==> config.mk <==
export PLATFORM = sky130hd
export DESIGN_NAME = arb_mux_4x1
export DESIGN_NICKNAME = d
export VERILOG_FILES = /design/src/rtl/arb_mux_4x1_pkg.sv /design/src/rtl/arb_mux_4x1_rr_pick_4.sv /design/src/rtl/arb_mux_4x1.sv
export SDC_FILE = /design/constraint.sdc
export NUM_CORES = 1
export LEC_CHECK = 0
export CAP_MARGIN = 40
export CORE_ASPECT_RATIO = 0.7
export CORE_MARGIN = 10
export CORE_UTILIZATION = 45
export CTS_CLUSTER_SIZE = 20
export DETAILED_ROUTE_END_ITERATION = 12
export PLACE_DENSITY_LB_ADDON = 0.3
export SETUP_SLACK_MARGIN = 0.1
export SYNTH_ARGS = -nofsm -noshare
export SYNTH_HDL_FRONTEND = slang
export SYNTH_SLANG_ARGS = --single-unit
==> constraint.sdc <==
create_clock -name clk -period 2.7 [get_ports clk]
set_input_delay 0.27 -clock clk [delete_from_list [all_inputs] [get_ports clk]]
set_output_delay 0.27 -clock clk [all_outputs]
set_load 0.01 [all_outputs]
==> src/rtl/arb_mux_4x1_pkg.sv <==
// Shared definitions for the 4-way round-robin arbiter in front of mux_4x1:
// FSM state encoding, source indices and a one-hot helper.
package arb_mux_4x1_pkg;

  typedef enum logic {
    ST_IDLE = 1'b0,
    ST_OWN  = 1'b1
  } state_e;

  localparam logic [1:0] SRC0 = 2'd0;
  localparam logic [1:0] SRC1 = 2'd1;
  localparam logic [1:0] SRC2 = 2'd2;
  localparam logic [1:0] SRC3 = 2'd3;

  // Turn a source index into its one-hot grant pattern.
  function automatic logic [3:0] idxToOneHot(input logic [1:0] idx);
    idxToOneHot = 4'b0001 << idx;
  endfunction

endpackage

==> src/rtl/arb_mux_4x1_rr_pick_4.sv <==
// Combinational round-robin picker: returns the first requesting source found
// when scanning circularly from last+1, optionally skipping one excluded source
// (the current owner when the arbiter is trying to switch away from it).
module rr_pick_4
  import arb_mux_4x1_pkg::*;
(
  input  logic [3:0] req,
  input  logic [1:0] last,
  input  logic       excl_en,
  input  logic [1:0] excl_idx,
  output logic       pick_vld,
  output logic [1:0] pick_idx
);

  logic [3:0] candMask;
  logic [1:0] scanIdx;

  // Scan last+1, last+2, last+3, last (wrapping) and keep the first eligible hit.
  always_comb begin
    candMask = req & ~(excl_en ? idxToOneHot(excl_idx) : 4'b0000);
    pick_vld = 1'b0;
    pick_idx = last;
    scanIdx  = last;
    for (int k = 1; k <= 4; k++) begin
      scanIdx = last + 2'(k);
      if (!pick_vld && candMask[scanIdx]) begin
        pick_vld = 1'b1;
        pick_idx = scanIdx;
      end
    end
  end

endmodule

==> src/rtl/arb_mux_4x1.sv <==
// Round-robin arbiter that owns the select lines of a shared mux_4x1.
// Holds one owner at a time, hands over without idle cycles when others wait,
// and optionally forces a handover after MAX_HOLD cycles of contested tenure.
module arb_mux_4x1
  import arb_mux_4x1_pkg::*;
#(
  parameter int MAX_HOLD = 8,
  parameter int CNT_W    = 4
) (
  input  logic       clk,
  input  logic       rst_n,
  input  logic [3:0] req,
  output logic [3:0] grant,
  output logic       S1,
  output logic       S0,
  output logic       busy
);

  localparam bit               HOLD_EN   = (MAX_HOLD > 0);
  localparam logic [CNT_W-1:0] HOLD_LAST = HOLD_EN ? CNT_W'(MAX_HOLD - 1) : '0;

  state_e           state_q, state_d;
  logic [CNT_W-1:0] holdCnt_q, holdCnt_d;
  logic [1:0]       last_q, last_d;
  logic [1:0]       sel_q, sel_d;
  logic [3:0]       grant_q, grant_d;
  logic             busy_q, busy_d;

  logic             pickVld;
  logic [1:0]       pickIdx;
  logic             ownerReq;
  logic             timeout;

  // While owning, the owner is excluded so the picker reports "someone else waiting".
  rr_pick_4 u_pick (
    .req      (req),
    .last     (last_q),
    .excl_en  (state_q == ST_OWN),
    .excl_idx (last_q),
    .pick_vld (pickVld),
    .pick_idx (pickIdx)
  );

  assign ownerReq = req[last_q];
  assign timeout  = HOLD_EN && (holdCnt_q == HOLD_LAST);

  // Next-state logic: grant from idle, release/handover on drop, preempt on timeout.
  always_comb begin
    state_d   = state_q;
    holdCnt_d = holdCnt_q;
    last_d    = last_q;
    sel_d     = sel_q;
    grant_d   = grant_q;
    busy_d    = busy_q;
    case (state_q)
      ST_IDLE: begin
        if (pickVld) begin
          state_d   = ST_OWN;
          grant_d   = idxToOneHot(pickIdx);
          sel_d     = pickIdx;
          last_d    = pickIdx;
          busy_d    = 1'b1;
          holdCnt_d = '0;
        end
      end
      ST_OWN: begin
        if (!ownerReq || timeout) begin
          if (pickVld) begin
            grant_d   = idxToOneHot(pickIdx);
            sel_d     = pickIdx;
            last_d    = pickIdx;
            holdCnt_d = '0;
          end else if (!ownerReq) begin
            state_d   = ST_IDLE;
            grant_d   = 4'b0000;
            busy_d    = 1'b0;
            holdCnt_d = '0;
          end else begin
            holdCnt_d = '0;
          end
        end else begin
          holdCnt_d = holdCnt_q + CNT_W'(1);
        end
      end
      default: begin
        state_d = ST_IDLE;
        grant_d = 4'b0000;
        busy_d  = 1'b0;
      end
    endcase
  end

  // State and output registers; reset leaves last=3 so source 0 wins first.
  always_ff @(posedge clk or negedge rst_n) begin
    if (!rst_n) begin
      state_q   <= ST_IDLE;
      holdCnt_q <= '0;
      last_q    <= SRC3;
      sel_q     <= SRC0;
      grant_q   <= 4'b0000;
      busy_q    <= 1'b0;
    end else begin
      state_q   <= state_d;
      holdCnt_q <= holdCnt_d;
      last_q    <= last_d;
      sel_q     <= sel_d;
      grant_q   <= grant_d;
      busy_q    <= busy_d;
    end
  end

  assign grant = grant_q;
  assign S1    = sel_q[1];
  assign S0    = sel_q[0];
  assign busy  = busy_q;

endmodule

==> results.toml <==
[floorplan]
rows = 14
core_mm2 = 0.00214
io_pins = 13
die_h_um = 59.5
die_w_um = 76.4
dieArea_mm2 = 0.00454
initial_core_util_pct = 46.9

[placement]
dp_cells = 140
dp_hpwl_um = 1600
place.gp.congestion = 0.846
port_buffers = 12

[clock_network]
ctsHoldBuffers = 0
clk_path_buf_depth = 2
cts_buffers = 3
cts_sinks = 14
clock-root-buffer = "clkbuf_4"
cts_tree = "yes"
cts.clk_slew.worst_paths_ns = 0.09
clk_latency_ns = 0.29
htreeDepth = 1

[setup_path]
slowest_delay_ns = 0.62
worstSetupPathType = "reg -> reg"
cp_top_family = "compound AO/OA/AOI/OAI gates"
r2r-start = "last_q[1]$_DFFE_PN1P_"
crit_buf_inv = 1
crit_slowest_cell = "dfstp_2"
start_kind = "register"
cpMostUsedCell = "mux2i_2"
timing.critical_path.from = "last_q[1]$_DFFE_PN1P_"
crit_path_end_kind = "register"
rrSetupSlack_ns = 0.24
arrival_ns = 2.64
required_ns = 2.88
path_cells = "inv_1 > ha_4 > mux2i_2 > mux2i_2 > o22ai_1 > nor2_1 > o32a_1 > a22o_1"
crit_path_max_fanout = 7

[outcome]
outcome = "completed"

[logic_synthesis]
synth_nets = 107
synth_warnings = 0
netlist_instances = 96
synth.distinct_cells = 38
async_flop_share_pct = 100
netlist_area_mm2 = 0.00100
ys.flop_type = "dfrtp_1"
yosysSeqAreaShare_pct = 35.2
ys_ff_latch = 14
synth_edf_count = 0
syn_area_per_cell_um2 = 10.4

[min_path]
hp-class = "in -> async"

[power]
leakagePower_nw = 0.506
power.density_mw_per_mm2 = 1380
vdd_drop_max_mv = 0.636

[cells_and_area]
final_cells = 144
layout.nets = 124
diodes = 0
syn2layout_area_growth_pct = 22.1
final_cell_mix = "12 x dfrtp_1, 12 x clkdlybuf4s50_1, 8 x nand2_1"
drive_above_1_share_pct = 22.3

[sta]
rsz0062_at_grt = "false"
tns_ns = 0
fmax_mhz = 407
finClkSkew_ns = 0.00758
period_share_pct = 91.0
setup_violations = 0
worst_pin_slew_ns = 0.626
slew-limit-headroom_pct = 58.1
final-hold-violation-count = 0
layout_min_cycle_time_ns = 2.46
finalMaxSlewViolations = 0

[detailed_routing]
viasPerCell = 5.49
post-route-drc-count = 0
ant_nets = 0
first_iter_violations = 26
avgRoutedWirePerCell_um = 15.0
via_count = 791
routed_wl_um = 2170
dr.pass1.iters = 5

[global_routing]
grt_pass1_wl_um = 3690
grt_usage_pct = 9.91
grt_pass1_vias = 816
grt_overflow = 0
grt_antenna_before_repair = 0
grt_max_degree = 15

[job]
drv_cap = 0
[worst reg2reg max path: cells and delay by family (launching register included)]
| family | cells | cell delay, ns |
|---|---|---|
| adders and majority gates | 1 | 0.35 |
| and+or+nand+nor | 1 | 0.09 |
| buffers and inverters | 1 | 0.15 |
| muxes | 2 | 0.43 |
| DFF | 1 | 0.62 |
| AOI/OAI and AO/OA | 3 | 0.73 |
[where the power goes]
part / internal (mW) / switching, mW
Clock: 0.0821 / 0.0709
Combinational: 0.560 / 0.595
Sequential: 0.308 / 0.0751
Total: 0.949 / 0.741
[final cells by class]
type	count	area (um^2)
clock buffer	4	36.3
fill	196	913
inverter	5	18.8
multi-input combinational	74	633
sequential	14	353
tap	32	40.0
timing repair buffer	15	143
[synthesized netlist by cell type, types with 3 or more instances]
master / instances / area [um^2]
dfrtp_1: 12 / 300
ha_1: 5 / 62.6
inv_1: 5 / 18.8
mux2i_1: 7 / 70.1
mux4_2: 3 / 67.6
nand2_1: 8 / 30.0
nand3_1: 4 / 20.0
nor2_1: 6 / 22.5
o21ai_0: 7 / 35.0
[per-stage QoR]
step                util, %  instance area, um^2  power (mW)  hold slack [ns]  setup WS (ns)
floorplan                 -                 1000        1.22          -0.0256          0.286
global placement       54.4                 1160        1.46            0.460          0.214
detailed placement     54.4                 1160        1.48            0.467          0.150
CTS                    56.1                 1200        1.64            0.381          0.142
global route           57.3                 1220        1.84            0.398          0.115
finish                 57.3                 1220        1.69            0.366          0.242
[state kept, by name, indices dropped and copies added (netlist names)]
| name | cells |
|---|---|
| busy | 1 |
| grant | 4 |
| holdCnt_q | 4 |
| last_q | 2 |
| sel_q | 2 |
| state_q | 1 |
[cells by family (layout without fill, tap and decap cells)]
kind of cell             Yosys count  count (layout)  synth area share [%]
AND/OR/NAND/NOR                   32              32                  18.6
AO/OA/AOI/OAI                     27              27                  22.2
flip-flops                        14              14                  35.2
multiplexers                      10              10                  13.7
buffers and inverters              8              24                  4.00
adder cells (fa/ha/maj)            5               5                  6.24
[repair_timing]
| action | 4_1_cts | 5_1_grt |
|---|---|---|
| buffers inserted | 0 | 0 |
| setup endpoints to repair | 0 | 12 |
| gates resized for setup | 0 | 5 |
[worst paths after layout]
path,to,depth (start not counted)
max,grant[3]$_DFFE_PN0P_,8
min,grant[3]$_DFFE_PN0P_,1
max reg2reg,grant[3]$_DFFE_PN0P_,8
min reg2reg,sel_q[1]$_DFFE_PN0P_,2
max in group asynchronous,holdCnt_q[1]$_DFFE_PN0P_,1
min in group clk,sel_q[1]$_DFFE_PN0P_,2
[routing by layer]
layer	up-vias	track usage [%]	wire length, um
met3	2	4.55	146
met5	-	0	0
met4	0	2.90	8
li1	391	-	-
met1	380	12.5	1130
met2	18	14.9	884
Note: power is estimated with default switching activity, not from simulation.
==> edit, RTL diff (same settings) <==
Make the reset (`rst_n`) synchronous in one clocked block.
--- a/src/rtl/arb_mux_4x1.sv
+++ b/src/rtl/arb_mux_4x1.sv
@@ -91,7 +91,7 @@
   end
 
   // State and output registers; reset leaves last=3 so source 0 wins first.
-  always_ff @(posedge clk or negedge rst_n) begin
+  always_ff @(posedge clk) begin
     if (!rst_n) begin
       state_q   <= ST_IDLE;
       holdCnt_q <= '0;
Function: differs if rst_n is asserted again (counterexample within 4 cycles, from zero or initial values and one cycle with rst_n low); with rst_n held inactive, the same outputs for 10 cycles.
==> edit against the unedited design <==
Wire length rose by 5.3%; critical path depth stayed put; critical path type unchanged; setup slack better by 0.20 ns; area after synthesis increased by 1.2%; highest routed layer is now met3; first-iteration DRC count shrank 27%; total power fell by 26%; synthesized cell count increased by 13%; non-clock buffer count unchanged; global-route usage rose by 0.49 points; cell count rose by 7.6%; via count up 9.5%; sequential cell count unchanged; design area is 2.1% lower.
==> edit: results (changes against the unedited design) <==
Outcome -> finished clean
P_int -> 0.0007089 W (-25%)
Layout cells sized above 1 -> 19.51% (-2.8 points)
Worst Tran Pin Value -> 0.5512 ns (-0.07532 ns)
First-pass GRT wire length -> 3960 um (+7.3%)
Metal2 WL -> 1106 um (+25%)
Placed Area -> 1160 um2 (-0.32%)
WP data arrival -> 2.40 ns (-0.24 ns)
Htree depth -> 1 (unchanged)
Clock Skew -> 0.0009986 ns (-0.006584 ns)
Mapped Cells -> 108 (+13%)
Main flop type after synthesis -> dfxtp_1
Dpl cells -> 151 (+7.9%)
HPWL after detailed placement -> 1806 um (+13%)
Yosys warns -> 0 (unchanged)
R2R setup slack -> 0.45 ns (+0.20 ns)
Initial detailed-routing violation count -> 19 (-27%)
Worst-path fanout max -> 8 (+1)
WHS Endpoint -> grant[1]
Final hold slack -> 0.4587 ns (+0.09250 ns)
CP top delay family -> simple AND/OR/NAND/NOR gates
Post-route cell area -> 1197 um2 (-2.1%)
CTS resizes -> 0 (unchanged)
VDD IR max -> 0.0006305 V (-0.84%)
# fillers -> 202 (+3.1%)
Top sig layer -> met3
Worst hold path class -> reg2reg
LEAKAGE -> 0.4615 nW (-8.8%)
Root Buffer -> clkbuf_4
Worst path max stage delay -> 0.44 ns (-0.18 ns)
Syn_nets -> 119 (+11%)
Routed WL -> 2281 um (+5.3%)
Detail Route met3 WL -> 137 um (-6.2%)
Synth top area cells -> dfxtp_1, mux4_2, ha_1
Part of the Yosys area used for sequential elements -> 27.62% (-7.6 points)
CP startpoint -> last_q[0]
Via count of the routed design -> 866 (+9.5%)
Post-CTS setup buffers -> 0 (unchanged)
Metal-1 WL -> 1036 um (-8.2%)
WL/cell -> 14.72 um (-2.2%)
Max frequency -> 0.4436 GHz (+9.0%)
Port Buffer Count -> 12 (unchanged)
DP Worst Slack -> 0.3305 ns (+0.1804 ns)
Seq group -> 0.000320 W (-16%)
Critical-path top delay cell -> dfxtp_2
Gate power share -> 62.3% (-6.0 points)
Final nets -> 135 (+8.9%)
Synth async-reset ratio -> 0% (-100 points)
Crit path to -> last_q[1]
DRT Pass-1 Iters -> 4 (-1)
Largest net degree at the start of global routing -> 18 (+3)
Sw Pwr -> 0.0005446 W (-26%)
Vias in the first global route -> 804 (-1.5%)
Synth unique cells -> 42 (+11%)
GRT Total Usage -> 10.41% (+0.49 points)
Hold_sp -> grant[1]
GPL Wtd Cong -> 0.8453 (about the same)
Synth cell count leaders -> dfxtp_1, nand2_1, o21ai_1
[edit: changes by cell type after synthesis, sizes merged, moves of 3 or more]
cell,delta
mux2,+4
nor2b,+3
mux2i,-7
a21bo,+4
nand2,+3
dfrtp,-12
dfxtp,+14
[edit: cell families (layout without fill, tap and decap cells)]
kind of cell / Yosys count / count (layout) / synth area share (%)
fa+ha+maj: 5 / 5 / 6.165
mux: 8 / 8 / 13.32
simple gates: 34 / 34 / 17.02
buf+inv: 9 / 24 / 5.548
compound gates: 38 / 38 / 30.34
flops: 14 / 14 / 27.62
[edit: cell type report]
class | instances | area [um2] | share of cell area [%]
inverters | 5 | 18.77 | 1.567
repair buffers | 15 | 142.6 | 11.91
flip-flops and latches | 14 | 281.5 | 23.51
well taps | 32 | 40.04 | 3.344
multi-input cells | 85 | 678.2 | 56.64
clock buffers | 4 | 36.28 | 3.030
[edit: metal layers]
layer	vias to the layer above	track usage (%)
met3	0	4.192
met5	-	0
met2	24	16.53
met4	0	2.111
li1	436	-
met1	406	13.08
